===== src/rtl/alarm_pkg.sv =====
// Shared definitions for the alarm supervisor and the LCD display stage:
// FSM state encoding and the message-select codes.
package alarm_pkg;

  typedef enum logic [2:0] {
    ST_OFF,
    ST_ARMING,
    ST_ARMED,
    ST_LEVEL1,
    ST_LEVEL2
  } alarm_state_t;

  localparam logic [1:0] MESG_OFF  = 2'd0;
  localparam logic [1:0] MESG_SAFE = 2'd1;
  localparam logic [1:0] MESG_LVL1 = 2'd2;
  localparam logic [1:0] MESG_LVL2 = 2'd3;

  function automatic logic [1:0] mesg_of(input alarm_state_t s);
    case (s)
      ST_ARMED:  mesg_of = MESG_SAFE;
      ST_LEVEL1: mesg_of = MESG_LVL1;
      ST_LEVEL2: mesg_of = MESG_LVL2;
      default:   mesg_of = MESG_OFF;
    endcase
  endfunction

endpackage


===== src/rtl/alarm_sync.sv =====
// Parameterised-width two-flop synchronizer with asynchronous active-high reset.
module alarm_sync #(
  parameter int unsigned WIDTH = 1
) (
  input  logic             clk,
  input  logic             rst,
  input  logic [WIDTH-1:0] d,
  output logic [WIDTH-1:0] q
);

  logic [WIDTH-1:0] meta;

  always_ff @(posedge clk or posedge rst) begin
    if (rst) begin
      meta <= '0;
      q    <= '0;
    end else begin
      meta <= d;
      q    <= meta;
    end
  end

endmodule


===== src/rtl/alarm_ctrl.sv =====
// Alarm supervisory FSM: exit/entry delays, zone latching, siren and display message select.
// Define ALARM_SIREN_PULSE_EN to make the siren toggle once per tick in LEVEL2.
module alarm_ctrl
  import alarm_pkg::*;
#(
  parameter int unsigned TICK_DIV    = 50_000_000,
  parameter int unsigned EXIT_TICKS  = 30,
  parameter int unsigned ENTRY_TICKS = 15,
  parameter int unsigned N_ZONES     = 4
) (
  input  logic               iCLK,
  input  logic               iRST,
  input  logic               iARM,
  input  logic               iCODE_OK,
  input  logic [N_ZONES-1:0] iSENSOR,
  output logic [1:0]         oMESG,
  output logic               oSIREN,
  output logic               oARMED,
  output logic [N_ZONES-1:0] oZONE
);

  localparam int unsigned PRE_W     = (TICK_DIV > 1) ? $clog2(TICK_DIV) : 1;
  localparam int unsigned MAX_TICKS = (EXIT_TICKS > ENTRY_TICKS) ? EXIT_TICKS : ENTRY_TICKS;
  localparam int unsigned TCNT_W    = (MAX_TICKS > 0) ? $clog2(MAX_TICKS + 1) : 1;

  alarm_state_t       state, state_nxt;
  logic [N_ZONES-1:0] zone_nxt;
  logic [N_ZONES-1:0] sensor_s;
  logic               arm_s, arm_d, arm_edge;
  logic [PRE_W-1:0]   presc;
  logic [TCNT_W-1:0]  tcnt;
  logic               timed, tick;

  alarm_sync #(.WIDTH(N_ZONES)) u_sensor_sync (
    .clk (iCLK),
    .rst (iRST),
    .d   (iSENSOR),
    .q   (sensor_s)
  );

  alarm_sync #(.WIDTH(1)) u_arm_sync (
    .clk (iCLK),
    .rst (iRST),
    .d   (iARM),
    .q   (arm_s)
  );

  // The rise is registered, so an arm request costs one cycle more than a sensor trip.
  always_ff @(posedge iCLK or posedge iRST) begin
    if (iRST) begin
      arm_d    <= 1'b0;
      arm_edge <= 1'b0;
    end else begin
      arm_d    <= arm_s;
      arm_edge <= arm_s & ~arm_d;
    end
  end

  always_comb begin
    timed = (state == ST_ARMING) || (state == ST_LEVEL1) || (state == ST_LEVEL2);
    tick  = timed && (presc == PRE_W'(TICK_DIV - 1));
  end

  always_comb begin
    state_nxt = state;
    zone_nxt  = oZONE;
    case (state)
      ST_OFF:    if (arm_edge && (sensor_s == '0)) state_nxt = ST_ARMING;
      ST_ARMING: if (tick && (tcnt == TCNT_W'(EXIT_TICKS - 1))) state_nxt = ST_ARMED;
      ST_ARMED: begin
        if (|sensor_s) begin
          state_nxt = ST_LEVEL1;
          zone_nxt  = sensor_s;
        end
      end
      ST_LEVEL1: if (tick && (tcnt == TCNT_W'(ENTRY_TICKS - 1))) state_nxt = ST_LEVEL2;
      ST_LEVEL2: state_nxt = ST_LEVEL2;
      default:   state_nxt = ST_OFF;
    endcase
    // A valid code overrides any trip or delay expiry in the same cycle.
    if (iCODE_OK && (state != ST_OFF)) begin
      state_nxt = ST_OFF;
      zone_nxt  = '0;
    end
  end

  always_ff @(posedge iCLK or posedge iRST) begin
    if (iRST) begin
      state  <= ST_OFF;
      presc  <= '0;
      tcnt   <= '0;
      oMESG  <= MESG_OFF;
      oARMED <= 1'b0;
      oSIREN <= 1'b0;
      oZONE  <= '0;
    end else begin
      state  <= state_nxt;
      oZONE  <= zone_nxt;
      oMESG  <= mesg_of(state_nxt);
      oARMED <= (state_nxt != ST_OFF);

      if (state_nxt != state) begin
        presc <= '0;
        tcnt  <= '0;
      end else if (timed) begin
        presc <= tick ? '0 : presc + PRE_W'(1);
        if (tick && (state != ST_LEVEL2)) tcnt <= tcnt + TCNT_W'(1);
      end

`ifdef ALARM_SIREN_PULSE_EN
      if (state_nxt != ST_LEVEL2)  oSIREN <= 1'b0;
      else if (state != ST_LEVEL2) oSIREN <= 1'b1;
      else if (tick)               oSIREN <= ~oSIREN;
`else
      oSIREN <= (state_nxt == ST_LEVEL2);
`endif
    end
  end

endmodule


===== config.mk =====
export PLATFORM = sky130hd
export DESIGN_NAME = alarm_ctrl
export DESIGN_NICKNAME = d
export VERILOG_FILES = /design/src/rtl/alarm_pkg.sv /design/src/rtl/alarm_sync.sv /design/src/rtl/alarm_ctrl.sv
export SDC_FILE = /design/constraint.sdc
export NUM_CORES = 1
export LEC_CHECK = 0
export CAP_MARGIN = 20
export CELL_PAD_IN_SITES_DETAIL_PLACEMENT = 1
export CELL_PAD_IN_SITES_GLOBAL_PLACEMENT = 1
export CORE_ASPECT_RATIO = 0.5
export CORE_MARGIN = 3
export CORE_UTILIZATION = 50
export CTS_BUF_LIST = sky130_fd_sc_hd__clkbuf_2
export DETAILED_ROUTE_END_ITERATION = 12
export PLACE_DENSITY = 0.93
export SLEW_MARGIN = 20
export SYNTH_ARGS = -nofsm -noshare
export SYNTH_HDL_FRONTEND = slang
export SYNTH_HIERARCHICAL = 1
export SYNTH_SLANG_ARGS = --single-unit

===== constraint.sdc =====
create_clock -name iCLK -period 4.3 [get_ports iCLK]
set_input_delay 0.86 -clock iCLK [delete_from_list [all_inputs] [get_ports iCLK]]
set_output_delay 0.86 -clock iCLK [all_outputs]
set_load 0.1 [all_outputs]

# Word level (Yosys, flattened, before mapping)
# Index checks and enable logic that the tools add are counted.
# op_classes
reduce_logical	19
n_mux	16
bitwise_logic	2
add_sub_neg	2
eq_ne	12
# op_table
operator	n
26-bit two-way mux	3
26-bit by 1-bit adder with 26-bit output (second input constant)	1
26-bit equality test (second input constant)	1
3-bit two-way mux	5
5-bit two-way mux	3
3-bit case mux with 5 select lines	1
3-bit by 2-bit equality test with 1-bit output (second input constant)	4
4-bit two-way mux	3
2-bit nonzero test	4
3-bit equality test (second input constant)	2
1-bit logical AND	6
2-bit case mux with 3 select lines	1
3-bit nonzero test	2
5-bit by 1-bit adder with 5-bit output (second input constant)	1
5-bit by 4-bit equality test with 1-bit output (second input constant)	1
5-bit equality test (second input constant)	1
4-bit zero test	1
2-bit AND reduction	2
4-bit OR reduction	1
3-bit by 1-bit equality test with 1-bit output (second input constant)	1
3-bit zero test	1
3-bit != test	1
3-bit != test (second input constant)	1
1-bit logical OR	2
other kinds (2)	2
# word_totals
reg_bits	54
output_inout_bits	8
word_cells	64

# Depth between registers and ports, before layout
# Gate-level depths: netlist of run 1.
# depth
word_depth	11
ltp_mapped	10

# Modules after synthesis
# Netlist of run 1, hierarchy kept.
# modules_own_cells
module	n_inst	cells_each	area_per_inst_um2	seq_area_each_um2
alarm_ctrl	1	276	2548.7	1101.1
alarm_sync (u_sensor_sync)	1	9	203.9	200.2
alarm_sync (u_arm_sync)	1	3	53.8	50.0

# Worst setup path before layout of run 1
# Ideal clock, no wire load.
# synth_timing
path_type	flip-flop to flip-flop
start	register presc[0]
end	register presc[8]
n_path_buf	3
setup_time_ns	0.123
required_time_ns	4.177
arrival_ns	2.075
path_stages_with_launch	11
synth_period_minus_slack_ns	2.198
slack_ns	2.102
cell_sequence	dfrtp_1 -> ha_1 -> and3_1 -> buf_2 -> o2111ai_1 -> or3_1 -> o211ai_2 -> o21a_1 -> buf_6 -> buf_12 -> nor2_4
# synth_via
elab_chain_cells	8
elab_cells_between_ends	14
cone_classes	add/sub: 1; eq/ne: 2; mux: 7; reduce/logical: 4
# synth_lines
element	line	source
from (decl)	alarm_ctrl.sv:30	logic [PRE_W-1:0] presc;
from (signal assigned)	alarm_ctrl.sv:106	presc <= tick ? '0 : presc + PRE_W'(1);
26-bit equality test	alarm_ctrl.sv:61	tick = timed && (presc == PRE_W'(TICK_DIV - 1));
1-bit logical AND	alarm_ctrl.sv:61	
1-bit logical AND, on equally long branches	alarm_ctrl.sv:76, alarm_ctrl.sv:69	
3-bit two-way mux, on equally long branches	alarm_ctrl.sv:76, alarm_ctrl.sv:69	
3-bit case mux with 5 select lines	alarm_ctrl.sv:67	case (state)
3-bit two-way mux	alarm_ctrl.sv:81	if (iCODE_OK && (state != ST_OFF)) begin
3-bit != test	alarm_ctrl.sv:102	if (state_nxt != state) begin
26-bit two-way mux or 2-bit nonzero test (tied branches)	n/a	
# Several ways; a longest one is shown, not always the timed one. The select of a mux whose other input is x is not followed.
# A chain may end at the register's enable or synchronous reset.

# Worst setup path in the final report of run 1
# layout_timing
start	register state[1]
end	register presc[24]
# layout_via
elab_chain_cells	10
elab_cells_between_ends	23
cone_classes	eq/ne: 5; mux: 9; reduce/logical: 9
# layout_lines
element	line	source
from (decl)	alarm_ctrl.sv:26	alarm_state_t state, state_nxt;
from (signal assigned)	alarm_ctrl.sv:97	state <= state_nxt;
3-bit by 1-bit equality test with 1-bit output or 3-bit by 2-bit equality test with 1-bit output (tied branches)	alarm_ctrl.sv:60, alarm_ctrl.sv:67	
1-bit logical OR (2 in series)	alarm_ctrl.sv:60	timed = (state == ST_ARMING) || (state == ST_LEVEL1) || (state == ST_LEVEL2);
1-bit logical AND	alarm_ctrl.sv:61	
1-bit logical AND, on equally long branches	alarm_ctrl.sv:76, alarm_ctrl.sv:69	
3-bit two-way mux, on equally long branches	alarm_ctrl.sv:76, alarm_ctrl.sv:69	
3-bit case mux with 5 select lines	alarm_ctrl.sv:67	
3-bit two-way mux	alarm_ctrl.sv:81	
3-bit != test	alarm_ctrl.sv:102	
26-bit two-way mux or 2-bit nonzero test (tied branches)	n/a	
# Several ways; a longest one is shown, not always the timed one. The select of a mux whose other input is x is not followed.

==> results.py, run 1 <==
metrics = {
    "run_status": {
        "status": "finished clean",
    },
    "timing": {
        "holdWs_ns": 0.394,
        "finalCritPeriodShare_pct": 79.5,
        "finalSetupTns_ns": 0,
        "hold_viol": 0,
        "grt_setup_unrepaired": "no",
        "clock.fmax_ghz": 0.293,
        "fin_crit_ns": 3.42,
        "finalSetupViolCount": 0,
        "finalClockSkew_ns": 0.0328,
        "relSlewSlack_pct": 34.4,
        "drv_slew": 0,
        "worst_slew_pin_slew_ns": 0.980,
    },
    "power": {
        "peakVddDrop_v": 0.000257,
        "powerDensity_nw_per_um2": 390,
        "p_leak_nw": 1.26,
    },
    "clock_network": {
        "cts_sinks": 54,
        "cts_tree": "yes",
        "cts_root_buffer": "clkbuf_2",
        "cts-hold-fix-buffers": 0,
        "htree_levels": 2,
        "cts_buffer_depth": 2,
        "numCtsBuffers": 5,
        "clk_latency_ns": 0.47,
        "clk_pin_slew_ns": 0.30,
        "cts_resized": 0,
        "postCtsSetupBuffers": 0,
    },
    "placement": {
        "dp_hpwl_um": 5250,
        "port_buffers": 15,
        "place_congestion": 0.837,
        "dp.cells": 365,
    },
    "route": {
        "dr.pass1.iters": 4,
        "num_vias": 2358,
        "avgViaCountPerCell": 6.32,
        "drtAntennaViolNets": 0,
        "drc_errors": 0,
        "wire_per_inst_um": 21.2,
        "drt_iter0_markers": 218,
        "wl_um": 7920,
    },
    "global_route": {
        "grt_overflow_total": 0,
        "grt_max_degree": 45,
        "grt_pass1_wl_um": 13100,
        "antenna_found_initial": 0,
        "grt_pass1_vias": 2522,
        "grt_usage_pct": 25.3,
    },
    "synth": {
        "synth_top_family_by_area": "simple AND/OR/NAND/NOR gates",
        "ys_ff_latch": 54,
        "synth.distinct_cells": 47,
        "synth_top_area_share_pct": 48.1,
        "synthMuxAreaShare_pct": 0.401,
        "synth_top_cell_by_area": "dfrtp_1",
        "synth-seq-area-share_pct": 48.1,
        "postSynthAreaPerCell_sq_um": 9.74,
        "synth_xor_area_share_pct": 5.62,
        "synth_area_leaders": "dfrtp_1, nor2_4, a21oi_1",
        "synth_nets": 300,
        "ys.flop_type": "dfrtp_1",
        "synth_area_sq_um": 2810,
        "synth_fa_ha_area_share_pct": 1.78,
        "synthSimpleGateAreaFrac_pct": 28.1,
        "synthArstFlopShare_pct": 100,
        "synth_edf_count": 0,
        "synth_cells": 288,
        "ys_warn_count": 6,
        "synth_compound_area_share_pct": 11.2,
    },
    "flow_run": {
        "cap_violations": 0,
    },
    "die": {
        "start_util_pct": 54.4,
        "die_w_um": 112,
        "fp.dieArea_sq_um": 6600,
        "design.core.area_sq_um": 5160,
        "io_pins": 16,
        "die_height_um": 59.0,
        "core.rowCount": 18,
    },
    "layout": {
        "area_growth_pct": 8.96,
        "layout.nets": 314,
        "drive_gt1_share_pct": 9.57,
        "stdcell_count": 373,
        "antennaDiodeCount": 0,
        "final_core_util_pct": 59.3,
        "regArea_sq_um": 1350,
        "n_fill_cell": 585,
        "multi_input_area_sq_um": 1320,
    },
    "critical_path": {
        "cp.arrival_ns": 3.78,
        "cp_cell_sequence": "nor3b_1 -> o2111ai_1 -> or3_1 -> o211ai_2 -> o21a_1 -> buf_4 -> nor2_1",
        "rr_endpoint": "presc[24]",
        "crit_slowest_cell": "dfrtp_1",
        "reg2reg_slack_ns": 0.88,
        "max_stage_delay_ns": 0.69,
        "r2r_start": "state[1]",
        "endpoint_kind": "register",
        "r2r_cells": 7,
        "worstSetupPathType": "register to register",
        "worst_ep_required_time_ns": 4.66,
        "startpoint_type": "register",
        "cp_max_fo": 21,
    },
    "min_path": {
        "min_to": "u_sensor_sync/q[2]",
        "min_from": "u_sensor_sync/meta[2]",
        "hold_class": "register to register",
        "min_path_cells": 0,
    },
}
-- power by group --
| part | switching (W) | internal, W |
|---|---|---|
| Sequential | 0.0000472 | 0.000543 |
| Clock | 0.000170 | 0.0000987 |
| Combinational | 0.000239 | 0.0000955 |
| Total | 0.000456 | 0.000737 |
-- placed cells by master (no fill, tap or decap), types with 4 or more instances in the layout --
master / count
clkbuf_2: 5
a22o_1: 4
nor3_1: 11
a21oi_1: 21
nand4_1: 9
dfrtp_1: 54
inv_1: 15
clkdlybuf4s50_1: 15
nand3_1: 16
or3_1: 5
and3_1: 6
o22ai_1: 4
xor2_1: 11
xnor2_1: 7
o21ai_0: 10
and4_1: 4
ha_1: 4
nor2_4: 10
nor4_1: 5
nand2_1: 25
nor2_1: 21
-- final cells by class --
cell class	count	area share, %
clock buffer	5	0.818
clock inverter	3	1.39
inverter	15	1.84
multi-input combinational	208	43.2
sequential	54	44.2
tap	70	2.86
timing repair buffer	18	5.65
-- cell families after synthesis --
logic type      count (synthesis)
compound gates                 51
xor+xnor                       18
fa+ha+maj                       4
buf+inv                        26
flops                          54
mux                             1
simple gates                  134
-- worst max-delay path by stage --
stage                     startpoint         to  slack [ns]  cells past startpoint
after floorplan             presc[0]   presc[8]        2.10                     10
after global placement      iCODE_OK  presc[24]        0.96                      6
after detailed placement    iCODE_OK  presc[24]        0.81                      6
after CTS                   state[1]  presc[24]        0.95                      7
after global routing        state[1]  presc[24]        0.71                      7
final                       state[1]  presc[24]        0.88                      7
-- flip-flops by register name (all words and copies together) (netlist names), 2 cells and up --
name / flops
presc: 26
u_sensor_sync/meta: 4
u_sensor_sync/q: 4
oMESG: 2
state: 3
oZONE: 4
tcnt: 5
-- synthesized netlist by cell type, drive strengths merged (2+ instances only) --
cell type and number:
nor4 5, clkbuf 5, xor2 11, o21ai 11
o22ai 4, and3 6, xnor2 7, buf 6
a31oi 3, and4 4, nor3b 3, dfrtp 54
nor3 13, nand3 16, or4 2, nor4b 3
and2 2, a21oi 21, inv 15, nor2 31
nand2 25, ha 4, or3 5, nand2b 3
nand4 9, nor2b 2, a22o 4
-- layer usage --
metal	up-vias	track usage, %	wire length (um)
met2	79	47.1	4070
met3	25	4.59	422
met5	-	0	0
met1	1208	30.0	3190
met4	0	10.1	238
li1	1046	-	-
-- through the flow --
| stage | instance area [sq um] | power [W] | worst slack (ns) |
|---|---|---|---|
| floorplan | 2810 | 0.000845 | 2.10 |
| CTS | 3060 | 0.00119 | 0.950 |
| global route | 3060 | 0.00125 | 0.713 |
| finish | 3060 | 0.00119 | 0.883 |
| detailed placement | 2990 | 0.000922 | 0.810 |
| global placement | 2990 | 0.000897 | 0.963 |
-- critical path: cells and delay by family (launching register included) --
kind,cells,cell delay [ns]
AOI/OAI and AO/OA,3,1.12
buffers and inverters,1,0.36
and+or+nand+nor,3,1.13
DFF,1,0.69
(Power assumes the default switching activity.)
==> run 2, diff against run 1 <==
CORE_UTILIZATION = 48   (was 50)
PLACE_DENSITY = 0.9   (was 0.93)
clock period = 3.59 ns   (was 4.3 ns; I/O delays follow)
==> results.py, run 2 (synthesized netlist as in run 1, its figures left out) <==
metrics = {
    "critical_path": {
        "endpoint_kind": "register",
        "startpoint_type": "register",
        "worstSetupPathType": "register to register",
        "cp.arrival_ns": 3.31,
        "rr_endpoint": "presc[24]",
        "r2r_cells": 7,
        "cp_max_fo": 21,
        "r2r_start": "state[1]",
        "reg2reg_slack_ns": 0.64,
        "worst_ep_required_time_ns": 3.94,
    },
    "die": {
        "die_height_um": 60.1,
        "start_util_pct": 53.3,
        "core.rowCount": 18,
        "die_w_um": 114,
        "design.core.area_sq_um": 5270,
        "io_pins": 16,
        "fp.dieArea_sq_um": 6860,
    },
    "power": {
        "powerDensity_nw_per_um2": 463,
        "total_power_w": 0.00142,
        "p_leak_nw": 1.27,
        "peakVddDrop_v": 0.000232,
    },
    "placement": {
        "dp_hpwl_um": 4610,
        "port_buffers": 15,
        "place_congestion": 0.848,
    },
    "layout": {
        "drive_gt1_share_pct": 9.90,
        "regArea_sq_um": 1350,
        "layout.nets": 314,
        "top_register": "presc",
        "multi_input_area_sq_um": 1320,
        "largest_reg_flops": 26,
        "n_fill_cell": 605,
        "area_growth_pct": 9.14,
        "reg_top3": "presc (26), tcnt (5)",
        "final_common_cell": "dfrtp_1",
        "antennaDiodeCount": 0,
        "final_cell_mix": "dfrtp_1, nand2_1, nor2_1, a21oi_1, nand3_1",
    },
    "route": {
        "drc_errors": 0,
        "avgViaCountPerCell": 5.92,
        "num_vias": 2207,
        "wire_per_inst_um": 17.4,
        "drtAntennaViolNets": 0,
        "wl_um": 6500,
        "dr.pass1.iters": 4,
        "drt_iter0_markers": 130,
    },
    "timing": {
        "grt_setup_unrepaired": "no",
        "relSlewSlack_pct": 35.4,
        "finalClockSkew_ns": 0.0329,
        "hold_viol": 0,
        "finalSetupViolCount": 0,
        "fin_crit_ns": 2.95,
        "finalSetupTns_ns": 0,
        "finalCritPeriodShare_pct": 82.3,
        "drv_slew": 0,
        "clock.fmax_ghz": 0.338,
        "worst_slew_pin_slew_ns": 0.965,
    },
    "min_path": {
        "min_from": "u_sensor_sync/meta[3]",
        "min_to": "u_sensor_sync/q[3]",
        "min_path_cells": 0,
        "hold_class": "register to register",
    },
    "clock_network": {
        "cts_root_buffer": "clkbuf_2",
        "cts_resized": 0,
        "postCtsSetupBuffers": 0,
        "cts_tree": "yes",
        "clk_pin_slew_ns": 0.30,
        "cts_buffer_depth": 2,
        "htree_levels": 2,
        "cts-hold-fix-buffers": 0,
        "numCtsBuffers": 5,
        "cts_sinks": 54,
        "clk_latency_ns": 0.47,
    },
    "global_route": {
        "grt_usage_pct": 21.4,
        "grt_pass1_vias": 2301,
        "grt_overflow_total": 0,
        "grt_pass1_wl_um": 11500,
        "antenna_found_initial": 0,
        "grt_max_degree": 45,
    },
    "run_status": {
        "status": "finished clean",
    },
    "flow_run": {
        "cap_violations": 0,
    },
}
==> run 2: cell count changes in the layout (fill, tap and decap cells not counted) <==
| cell | before | now |
|---|---|---|
| inv_6 | 1 | 2 |
| clkinv_1 | 1 | 0 |
==> run 2: power by group <==
| part | internal [W] | switching, W |
|---|---|---|
| Clock | 0.000123 | 0.000210 |
| Combinational | 0.000114 | 0.000266 |
| Sequential | 0.000651 | 0.0000542 |
==> run 2: worst max-delay path: stages, from the launching register on <==
cell	delay (ns)
dfrtp_1	0.68
nor3b_1	0.41
o2111ai_1	0.22
or3_1	0.55
o211ai_2	0.31
o21a_1	0.21
buf_4	0.34
nor2_1	0.10
==> run 2: worst max path at each step <==
stage              from        end  slack, ns  cells after the start
6_report       state[1]  presc[24]       0.64                      7
5_1_grt        state[1]  presc[24]       0.41                      7
4_1_cts        state[1]  presc[24]       0.65                      7
3_5_place_dp   iCODE_OK  presc[15]       0.55                      8
3_3_place_gp   iCODE_OK  presc[24]       0.70                      6
2_1_floorplan  presc[0]   presc[8]       1.39                     10
==> run 2: per-stage QoR <==
step / cells / setup slack [ns] / utilization, % / hold WS (ns) / instance area [sq um]
3_3_place_gp: 365 / 0.703 / 56.7 / 0.333 / 2990
2_1_floorplan: 288 / 1.39 / - / 0.331 / 2810
3_5_place_dp: 365 / 0.550 / 56.7 / 0.336 / 2990
4_1_cts: 373 / 0.646 / 58.1 / 0.392 / 3060
5_1_grt: 373 / 0.407 / 58.1 / 0.389 / 3060
6_report: 373 / 0.635 / 58.1 / 0.390 / 3060
==> run 2: metal layers <==
metal  share of wire (%)  track usage [%]  vias to the layer above
li1                    -                -                     1052
met2                  49             37.1                       33
met4                0.86             4.74                        0
met3                 3.8             4.65                        9
met1                  46             28.1                     1113
met5                   0                0                        -
==> run 2: final cells by class <==
cell class | count | area share [%]
clock buffer | 5 | 0.817
timing repair buffer | 18 | 5.64
tap | 70 | 2.86
clock inverter | 3 | 1.55
inverter | 15 | 1.84
multi-input combinational | 208 | 43.2
sequential | 54 | 44.1
==> run 3, diff against run 2 <==
CORE_UTILIZATION = 44   (was 48)
PLACE_DENSITY = 0.87   (was 0.9)
clock period = 2.7 ns   (was 3.59 ns; I/O delays follow)
==> results.py, run 3 (synthesized netlist as in run 1, its figures left out) <==
metrics = {
    "timing": {
        "finalCritPeriodShare_pct": 91.9,
        "grt_setup_unrepaired": "no",
        "clock.fmax_ghz": 0.403,
        "finalSetupViolCount": 0,
        "relSlewSlack_pct": 47.9,
        "finalSetupTns_ns": 0,
        "hold_viol": 0,
        "finalClockSkew_ns": 0.0219,
        "worst_slew_pin_slew_ns": 0.775,
        "setup_slack_ns": 0.218,
        "fin_crit_ns": 2.48,
        "drv_slew": 0,
    },
    "global_route": {
        "grt_pass1_wl_um": 13200,
        "antenna_found_initial": 0,
        "grt_max_degree": 45,
        "grt_pass1_vias": 2641,
        "grt_usage_pct": 22.0,
        "grt_overflow_total": 0,
    },
    "critical_path": {
        "cp_cell_sequence": "nor4_1 -> nor2_1 -> o311ai_0 -> a21oi_1 -> nor3_2 -> inv_1 -> o21ai_1",
        "r2r_start": "u_sensor_sync/q[0]",
        "r2r_cells": 7,
        "max_stage_delay_ns": 0.70,
        "rr_endpoint": "oMESG[0]",
        "crit_buf_inv": 1,
        "endpoint_kind": "register",
        "worst_ep_required_time_ns": 3.13,
        "cp_max_fo": 3,
        "startpoint_type": "register",
        "crit_family": "simple AND/OR/NAND/NOR gates",
        "reg2reg_slack_ns": 0.22,
        "worstSetupPathType": "register to register",
        "cp.arrival_ns": 2.91,
        "crit_slowest_cell": "nor4_1",
        "cp.depth": 7,
    },
    "die": {
        "die_height_um": 62.5,
        "fp.dieArea_sq_um": 7430,
        "io_pins": 16,
        "design.core.area_sq_um": 5820,
        "die_w_um": 119,
        "start_util_pct": 48.2,
        "core.rowCount": 19,
    },
    "route": {
        "drt_iter0_markers": 125,
        "avgViaCountPerCell": 5.92,
        "dr.pass1.iters": 4,
        "drtAntennaViolNets": 0,
        "num_vias": 2332,
        "drc_errors": 0,
        "wire_per_inst_um": 19.8,
        "wl_um": 7800,
    },
    "clock_network": {
        "htree_levels": 2,
        "clk_pin_slew_ns": 0.30,
        "cts_buffer_depth": 2,
        "clk_latency_ns": 0.48,
        "cts_sinks": 54,
        "cts_root_buffer": "clkbuf_2",
        "numCtsBuffers": 5,
        "cts_tree": "yes",
    },
    "layout": {
        "multi_input_area_sq_um": 1330,
        "antennaDiodeCount": 0,
        "regArea_sq_um": 1350,
        "layout.nets": 321,
        "area_growth_pct": 11.6,
        "reg_top3": "presc (26), tcnt (5)",
        "final_cell_mix": "dfrtp_1, nand2_1, nor2_1, a21oi_1, buf_4",
        "final_common_cell": "dfrtp_1",
        "stdcell_count": 394,
        "final_core_util_pct": 53.8,
        "top_register": "presc",
        "n_fill_cell": 673,
        "drive_gt1_share_pct": 14.8,
        "largest_reg_flops": 26,
    },
    "placement": {
        "dp_slack_ns": 0.167,
        "port_buffers": 15,
        "dp_hpwl_um": 5370,
        "place_congestion": 0.860,
        "dp.cells": 386,
    },
    "min_path": {
        "hold_class": "input pin to asynchronous set/reset pin",
    },
    "flow_run": {
        "cap_violations": 0,
    },
    "power": {
        "p_leak_nw": 1.31,
        "total_power_w": 0.00197,
        "peakVddDrop_v": 0.000253,
        "powerDensity_nw_per_um2": 630,
    },
    "run_status": {
        "status": "finished clean",
    },
}
run 3: metal layers:
layer,global-route usage [%],wire length [um],up-vias
li1,-,-,1061
met1,26.1,3270,1195
met2,39.4,4050,52
met3,4.25,251,24
met4,8.66,233,0
met5,0,0,-
run 3: repair_timing:
action                                  CTS  global route
resized for setup                         0             1
endpoints found under the setup margin    0             2
endpoints found under the hold margin     0             0
setup buffers                             0             0
hold buffers                              0             0
run 3: how the worst max path moves through the flow:
stage / to / from / slack [ns]
after floorplan: presc[8] / presc[0] / 0.50
after global placement: oMESG[0] / iCODE_OK / 0.33
after detailed placement: oARMED / iCODE_OK / 0.17
after CTS: tcnt[4] / state[2] / 0.09
after global routing: oMESG[0] / u_sensor_sync/q[0] / 0.005
final: oMESG[0] / u_sensor_sync/q[0] / 0.22
run 3: cell type report:
class | count | area share [%]
clock buffers | 5 | 0.799
well taps | 84 | 3.36
flip-flops and latches | 54 | 43.1
repair buffers | 25 | 6.95
clock inverters | 3 | 1.56
multi-input cells | 208 | 42.4
inverters | 15 | 1.80
run 3: worst register-to-register path, cell delays in order (launching register included):
cell	delay [ns]
dfrtp_1	0.47
nor4_1	0.70
nor2_1	0.12
o311ai_0	0.52
a21oi_1	0.21
nor3_2	0.20
inv_1	0.08
o21ai_1	0.13
run 3: through the flow:
step                      hold WS [ns]  instance area, sq um
after floorplan                  0.281                  2810
after global placement           0.333                  3050
after detailed placement         0.342                  3050
after CTS                        0.221                  3130
after global routing             0.187                  3130
final                            0.231                  3130
run 3: report_power, final:
group	leakage, nW	total [W]	switching [W]	internal [W]
clock	0.0411	0.000446	0.000283	0.000163
sequential	0.716	0.000932	0.0000667	0.000866
combinational	0.557	0.000596	0.000408	0.000188
